$ cat src/rtl/conv_enc_packer.sv
// Rate-1/2, K=3 convolutional encoder: packs 8 symbol pairs per byte into a 16-bit codeword and waits for the serializer to drain it.
// Optional macro CONV_ENC_BYTE_TERM_EN: clear encoder memory at every byte acceptance.
module conv_enc_packer #(
    parameter logic [2:0] G0 = 3'b111,
    parameter logic [2:0] G1 = 3'b101
) (
    input  logic        clk,
    input  logic        rst_n,
    input  logic [7:0]  in_data_i,
    input  logic        in_sop_i,
    input  logic        in_valid_i,
    output logic        in_ready_o,
    output logic        load_o,
    output logic [15:0] data_o,
    input  logic        ser_valid_i,
    output logic        busy_o
);

    typedef enum logic [1:0] {IDLE, ENC, LOAD, DRAIN} state_t;

    state_t      state_q, state_d;
    logic [7:0]  byte_q, byte_d;
    logic [3:0]  bit_cnt_q, bit_cnt_d;
    logic [3:0]  strb_cnt_q, strb_cnt_d;
    logic        s1_q, s1_d;
    logic        s2_q, s2_d;
    logic [13:0] cw_q, cw_d;
    logic [15:0] data_q, data_d;
    logic [1:0]  pair;
    logic        clr_mem;

    // Tap order is {d, s1, s2}, matching bits [2:0] of the generators.
    function automatic logic [1:0] enc_pair(input logic d, input logic s1, input logic s2);
        logic [2:0] taps;
        taps = {d, s1, s2};
        return {^(taps & G0), ^(taps & G1)};
    endfunction

`ifdef CONV_ENC_BYTE_TERM_EN
    assign clr_mem = 1'b1;
`else
    assign clr_mem = in_sop_i;
`endif

    assign pair = enc_pair(byte_q[7], s1_q, s2_q);

    always_comb begin
        state_d    = state_q;
        byte_d     = byte_q;
        bit_cnt_d  = bit_cnt_q;
        strb_cnt_d = strb_cnt_q;
        s1_d       = s1_q;
        s2_d       = s2_q;
        cw_d       = cw_q;
        data_d     = data_q;
        case (state_q)
            IDLE: begin
                if (in_valid_i) begin
                    byte_d    = in_data_i;
                    bit_cnt_d = 4'd8;
                    cw_d      = '0;
                    if (clr_mem) begin
                        s1_d = 1'b0;
                        s2_d = 1'b0;
                    end
                    state_d = ENC;
                end
            end
            ENC: begin
                cw_d      = {cw_q[11:0], pair};
                byte_d    = {byte_q[6:0], 1'b0};
                s2_d      = s1_q;
                s1_d      = byte_q[7];
                bit_cnt_d = bit_cnt_q - 4'd1;
                // Last bit: the finished codeword goes straight to the output register.
                if (bit_cnt_q == 4'd1) begin
                    data_d  = {cw_q, pair};
                    state_d = LOAD;
                end
            end
            LOAD: begin
                strb_cnt_d = 4'd0;
                state_d    = DRAIN;
            end
            DRAIN: begin
                if (ser_valid_i) begin
                    if (strb_cnt_q == 4'd7) begin
                        strb_cnt_d = 4'd0;
                        state_d    = IDLE;
                    end else begin
                        strb_cnt_d = strb_cnt_q + 4'd1;
                    end
                end
            end
            default: state_d = IDLE;
        endcase
    end

    always_ff @(posedge clk or negedge rst_n) begin
        if (!rst_n) begin
            state_q    <= IDLE;
            byte_q     <= '0;
            bit_cnt_q  <= '0;
            strb_cnt_q <= '0;
            s1_q       <= 1'b0;
            s2_q       <= 1'b0;
            cw_q       <= '0;
            data_q     <= '0;
        end else begin
            state_q    <= state_d;
            byte_q     <= byte_d;
            bit_cnt_q  <= bit_cnt_d;
            strb_cnt_q <= strb_cnt_d;
            s1_q       <= s1_d;
            s2_q       <= s2_d;
            cw_q       <= cw_d;
            data_q     <= data_d;
        end
    end

    assign in_ready_o = (state_q == IDLE);
    assign load_o     = (state_q == LOAD);
    assign busy_o     = (state_q != IDLE);
    assign data_o     = data_q;

endmodule

$ cat config.mk
export PLATFORM = sky130hd
export DESIGN_NAME = conv_enc_packer
export DESIGN_NICKNAME = d
export VERILOG_FILES = /design/src/rtl/conv_enc_packer.sv
export SDC_FILE = /design/constraint.sdc
export NUM_CORES = 1
export LEC_CHECK = 0
export CAP_MARGIN = 20
export CORE_ASPECT_RATIO = 0.6
export CORE_UTILIZATION = 50
export CTS_CLUSTER_SIZE = 8
export DETAILED_ROUTE_END_ITERATION = 8
export GPL_TIMING_DRIVEN = 0
export MAX_ROUTING_LAYER = met4
export PLACE_DENSITY = 0.71
export SYNTH_ARGS = -nofsm -noshare
export SYNTH_HDL_FRONTEND = slang
export SYNTH_SLANG_ARGS = --single-unit
$ cat constraint.sdc
create_clock -name clk -period 3.5 [get_ports clk]
set_clock_uncertainty 0.05 [all_clocks]
set_input_delay 0.35 -clock clk [delete_from_list [all_inputs] [get_ports clk]]
set_output_delay 0.35 -clock clk [all_outputs]
set_load 0.05 [all_outputs]
==> results.md <==
* Yosys reg bits at 50
* Pin count of the biggest net entering global routing at 37
* Status: finished, final reports clean
* Final wirelength at 4530 µm
* CTS tree: built
* Clock Latency Late Sink at about 0.30 ns
* Initial antenna violation count at 0
* Hold Vio Cnt, Final at 0
* # setup viols final at 0
* CTS root buffer: clkbuf_8
* Crit Path Max Fanout at 10
* Final Cycle Share at 75.5%
* Mapped Area at 2300 µm²
* Maximum Capacitance Violations at 0
* GRT met3 Usage at 4.68%
* Global-route wire length before repair at 7710 µm
* Total grt overflow at 0
* R2R Setup Slk at about 1.5 ns
* Die W at roughly 90 µm
* Nets at 253
* Setup bufs post-CTS at 0
* GR Util met1 at around 30%
* Met2 Track Usage GR at roughly 35%
* Slew headroom at around two thirds
* Core area at 4260 µm²
* Worst Hold Slack at 0.439 ns
* Area Growth Syn to Fin at 22.9%
* Die H at 54.5 µm
* Final Cell Area at 2830 µm²
* RSZ-0062 raised after global routing: false
* Vias in the first global route at approximately 1600
* PortBufs at 31
* Site row count at 18
* Yosys Warn Count at 0
* Initial Util at 54.1%
* DP HPWL at ~3300 µm
* Min Tclk post-route at 2.64 ns
* Core Util, Final at around two thirds
* Unique masters post-synth at 40
* GP Congestion at roughly 0.85
* Syn Nets at 213
* Clk slew on worst S/H paths at 0.09 ns
* Clock sinks at 50
* WL/cell at 15.5 µm
* # resized after CTS at 0
* Hold Crit Class: in2async
* Worst slew pin tran at 0.523 ns
* Final TNS setup at 0 ns
* Ant diodes at 0
* Total track usage at roughly 22%
* DR pass1 iterations at 4
* Worst path arrival time at 2.24 ns
* Slew Limit Fails at 0
* IO Count at 32
* Num CTS Buffers at 5
* FMAX at 0.378 GHz
* Dpl cell area at 2700 µm²
* Post-Synthesis Cells at 192
* Bufs on Longest Clock Path at 2
* First DRT Iteration DRCs at around 110
* Critical Path End Type: primary output
* Vias at 1586
* Die ar. at 4890 µm²
* CTS H-tree lvls at 2
* # fillers at 331
* Peak VDD IR at 0.511 mV
* Routed Antenna Nets at 0
* Sequential cell area fraction in the yosys report at 54.4%
* DRC Markers at 0
* Pleak at 1.31 nW
* Vias per std cell at 5.41
* PwrDens at 865 nW/µm²
* Avg Cell Area, Syn at roughly 12 µm²
* Worst Path Required at between 3 and 4 ns
* CP Class: reg2out
* Grt peak-use layer: met2
* Layout cell share with drive strength beyond 1 at 16.3%
* Critical Path Source Type: flop
## worst paths after layout
| check | from | to | cells past startpoint |
|---|---|---|---|
| worst max register to register | state_q[0] | cw_q[1] | 7 |
| worst min-delay path | rst_n | data_o[3] | 2 |
| worst min register to register | byte_q[1] | byte_q[1] | 2 |
| min in group clk | byte_q[1] | byte_q[1] | 2 |
| max in group asynchronous | rst_n | cw_q[7] | 3 |
| worst max-delay path | state_q[0] | busy_o | 5 |
## logic make-up (layout without fill, tap and decap cells)
family                     after synthesis  count (layout)  synth area share (%)
DFF                                     50              50                  54.4
adders and majority gates                8               8                  4.35
AOI/OAI and AO/OA                       48              48                  13.8
and+or+nand+nor                         43              43                  9.90
muxes                                   23              23                  12.0
xor gates and xnor gates                 3               3                  1.14
buffers and inverters                   17              58                  4.51
## Yosys cell counts, drive strengths merged
cell | count | area [µm²]
nand3 | 4 | 20.0
xnor2 | 1 | 8.76
a21oi | 9 | 45.0
o22ai | 1 | 6.26
or3 | 1 | 6.26
buf | 9 | 73.8
xor2 | 2 | 17.5
mux2i | 8 | 80.1
inv | 7 | 26.3
mux2 | 15 | 195
clkbuf | 1 | 3.75
nand2b | 2 | 20.0
o21ai | 16 | 80.1
nor3b | 1 | 12.5
o2111ai | 1 | 8.76
nand2 | 16 | 60.1
a22oi | 4 | 30.0
dfrtp | 50 | 1250
a211oi | 1 | 7.51
nand4 | 1 | 6.26
o31ai | 1 | 7.51
ha | 8 | 100
o311ai | 1 | 8.76
nand3b | 1 | 7.51
or2 | 1 | 6.26
nor2 | 5 | 18.8
and2 | 3 | 21.3
nor3 | 1 | 5.00
nor2b | 1 | 6.26
and3 | 6 | 37.5
a22o | 14 | 123
## power by group
| part | internal [mW] | switching, mW |
|---|---|---|
| Clock | 0.218 | 0.198 |
| Combinational | 0.437 | 0.658 |
| Sequential | 0.776 | 0.162 |
## area by class of cell
cell class / instances / area [µm²] / share of cell area, %
plain buffers: 10 / 77.6 / 2.74
clock buffers: 5 / 68.8 / 2.43
clock inverters: 3 / 48.8 / 1.72
inverters: 7 / 26.3 / 0.929
multi-input cells: 125 / 946 / 33.4
flip-flops and latches: 50 / 1250 / 44.2
well taps: 60 / 75.1 / 2.65
repair buffers: 33 / 335 / 11.9
## what timing repair did
action / in CTS / in global routing
hold endpoints to repair: 14 / 0
hold buffers: 1 / 0
setup endpoints to repair: 0 / 0
## routing by layer
| layer | up-vias | part of all wire, % |
|---|---|---|
| li1 | 763 | - |
| met2 | 35 | 46 |
| met5 | - | 0 |
| met3 | 2 | 4.2 |
| met1 | 786 | 50 |
| met4 | 0 | 0.24 |
## flip-flops by register name (all words and copies together), names as in the netlist
name        cells
s1_q            1
cw_q           14
byte_q          8
state_q         2
bit_cnt_q       4
strb_cnt_q      4
s2_q            1
data_o         16
## per-stage QoR
stage / instances / power [mW] / setup WS [ns]
2_1_floorplan: 192 / 1.70 / 1.37
3_3_place_gp: 283 / 1.98 / 0.688
3_5_place_dp: 284 / 2.04 / 1.19
4_1_cts: 293 / 2.46 / 0.855
5_1_grt: 293 / 2.62 / 0.775
6_report: 293 / 2.45 / 0.857
## layout by cell type, fill, tap and decap left out, types with 2 or more instances in the layout
master and instances:
and2_1 2, buf_12 2, nand2_1 16, nor2_1 5, dfrtp_1 50, buf_4 3, mux2i_1 8, mux2_2 7
o21ai_0 15, buf_2 5, a22oi_1 4, clkdlybuf4s50_1 30, a22o_1 14, xor2_1 2, nand3_1 4, and3_1 6
a21oi_1 9, mux2_4 7, ha_1 8, inv_1 6, clkbuf_8 5
## critical path, cell delays in order (launching register included)
cell	delay [ns]
dfrtp_1	0.39
inv_1	0.10
ha_1	0.30
buf_4	0.21
inv_2	0.13
clkdlybuf4s50_1	0.82
(Power assumes the default switching activity.)
==> variant, RTL diff (config.mk and constraints unchanged) <==
Encoding of `state_t`: now one-hot (4 bits for 4 states).
--- a/src/rtl/conv_enc_packer.sv
+++ b/src/rtl/conv_enc_packer.sv
@@ -16,7 +16,7 @@
     output logic        busy_o
 );
 
-    typedef enum logic [1:0] {IDLE, ENC, LOAD, DRAIN} state_t;
+    typedef enum logic [3:0] {IDLE = 4'b0001, ENC = 4'b0010, LOAD = 4'b0100, DRAIN = 4'b1000} state_t;
 
     state_t      state_q, state_d;
     logic [7:0]  byte_q, byte_d;
Check against the original RTL: same outputs for any inputs over 10 cycles, from zero or initial values and one cycle with rst_n low; not proved beyond that.
==> variant against the original RTL <==
  * Final area fell by 0.62%
  * Non-clock buffer count rose by 3
  * Hold slack improved by 0.00081 ns
  * Setup slack got worse by 0.31 ns
  * Sequential cell count rose by 2
  * Area after synthesis rose by 0.43%
  * Wire length rose by 3.5%
  * Power fell by 23%
  * Fmax fell by 11%
  * Sequential share of layout area rose by 2.1 points
  * Critical path depth fell by 1
  * Critical path type unchanged
  * Largest cell class unchanged
==> variant: results (changes against the original RTL) <==
* Outcome: completed
* Global-route track usage on met2 at 0.324 (-0.0304)
* Adder-cell share of the synthesized area at 0.0162 (-0.0273)
* Synthesized Nets at 201 (-5.6%)
* Number of multi-input combinational cells in the layout at 109 (-13%)
* Area share of xor/xnor cells in the synthesized design at 0.0114 (-0.0000495)
* Cell area after synthesis at 0.00231 sq mm (+0.43%)
* Global placement routability congestion at 0.827 (-2.3%)
* Shortest period the worst path allows at 2.96 ns (+0.314 ns)
* Total global routing track utilization at 0.212 (-0.00999)
* Global Route met3 Usage at 0.0444 (-0.00231)
* Share of final-layout standard cells stronger than drive strength 1 at 0.181 (+0.0183)
* Detailed-routed wire length on met3 at 195 um (+3.2%)
* Flop and latch count out of synthesis at 52 (+4.0%)
* Beginning of the worst register-to-register path: state_q[2]
* Signal arrival time at the worst endpoint at 2.56 ns (+0.32 ns)
* Most instantiated cells after synthesis: 51 x sky130_fd_sc_hd__dfrtp_1, 13 x sky130_fd_sc_hd__a22o_1, 11 x sky130_fd_sc_hd__inv_1
* Timing startpoint of the critical path: state_q[0]
* Number of global-route vias before repair at 1479 (-7.7%)
* Crit path capture: in_ready_o
* Number of distinct library cell variants in the gate-level netlist after synthesis at 47 (+18%)
* Multi-input combinational area share at 0.320 (-0.0139)
* Register area share after synthesis at 0.564 (+0.0198)
* Endpoint of the worst register-to-register path: data_o[9]
* R2R Setup Slk at 1.57 ns (+0.07 ns)
* Maximum vdd drop at 391 uV (-23%)
* Hpwl dp at 3350 um (+2.4%)
* Fraction of area in non-clock buffers at 0.143 (-0.00310)
* Reported net switching power at 720 uW (-29%)
* Number of antenna violations at the first check in global routing at 0 (unchanged)
* Vias per cell at 5.59 (+3.2%)
* Flip-flop and latch share of the layout cell area at 0.463 (+0.0210)
* Met1 global-route usage at 0.281 (-0.0172)
* Non-Clock Inverter Count at 11 (+4)
* Maximum number of pins on one net before global-route repair at 40 (+8.1%)
* DRT Wirelength at 4690 um (+3.5%)
* Wire length the detailed router placed on met1 at 2350 um (+4.1%)
* Largest cells by area after synthesis: sky130_fd_sc_hd__dfrtp_1 55%, sky130_fd_sc_hd__mux2_4 5.2%, sky130_fd_sc_hd__a22o_1 4.9%
* 1st-iter DRT viols at 90 (-17%)
* Leak Pwr at 1.31 nW (about the same)
* Net count, final at 241 (-4.7%)
* Crit-path max cell delay at 0.84 ns (+0.02 ns)
* Slew @ Worst Pin at 0.578 ns (+0.0545 ns)
* Compound-gate portion of the synthesized area at 0.162 (+0.0243)
* Filler Cells Inserted at 308 (-6.9%)
* Proportion of power drawn by flip-flops and latches at 0.436 (+0.053)
* FF-to-FF path depth at 4 (-3)
* Amount of wire on met2 after detailed routing at 2100 um (+1.1%)
* Clock power share at 0.185 (+0.015)
[variant: changes by cell type after synthesis, moves of 3 or more]
cell                       delta
sky130_fd_sc_hd__a21oi_1      -5
sky130_fd_sc_hd__a221o_1      +5
sky130_fd_sc_hd__a221oi_1     +3
sky130_fd_sc_hd__a22oi_1      -4
sky130_fd_sc_hd__a32oi_1      +3
sky130_fd_sc_hd__clkbuf_1     +5
sky130_fd_sc_hd__ha_1         -5
sky130_fd_sc_hd__inv_1        +5
sky130_fd_sc_hd__mux2i_1      -7
sky130_fd_sc_hd__nand2_1      -9
sky130_fd_sc_hd__o21ai_0      -7
[variant: per-stage QoR]
stage                     utilization  instances  hold WS [ns]  instance area [sq um]  total power [mW]
after floorplan                     -        185       0.00441                   2310              1.32
after global placement          0.633        276         0.427                   2700              1.50
after detailed placement        0.637        277         0.217                   2710              1.54
after CTS                       0.660        286         0.422                   2810              1.88
after global routing            0.660        286         0.456                   2810              1.98
final                           0.660        286         0.440                   2810              1.88
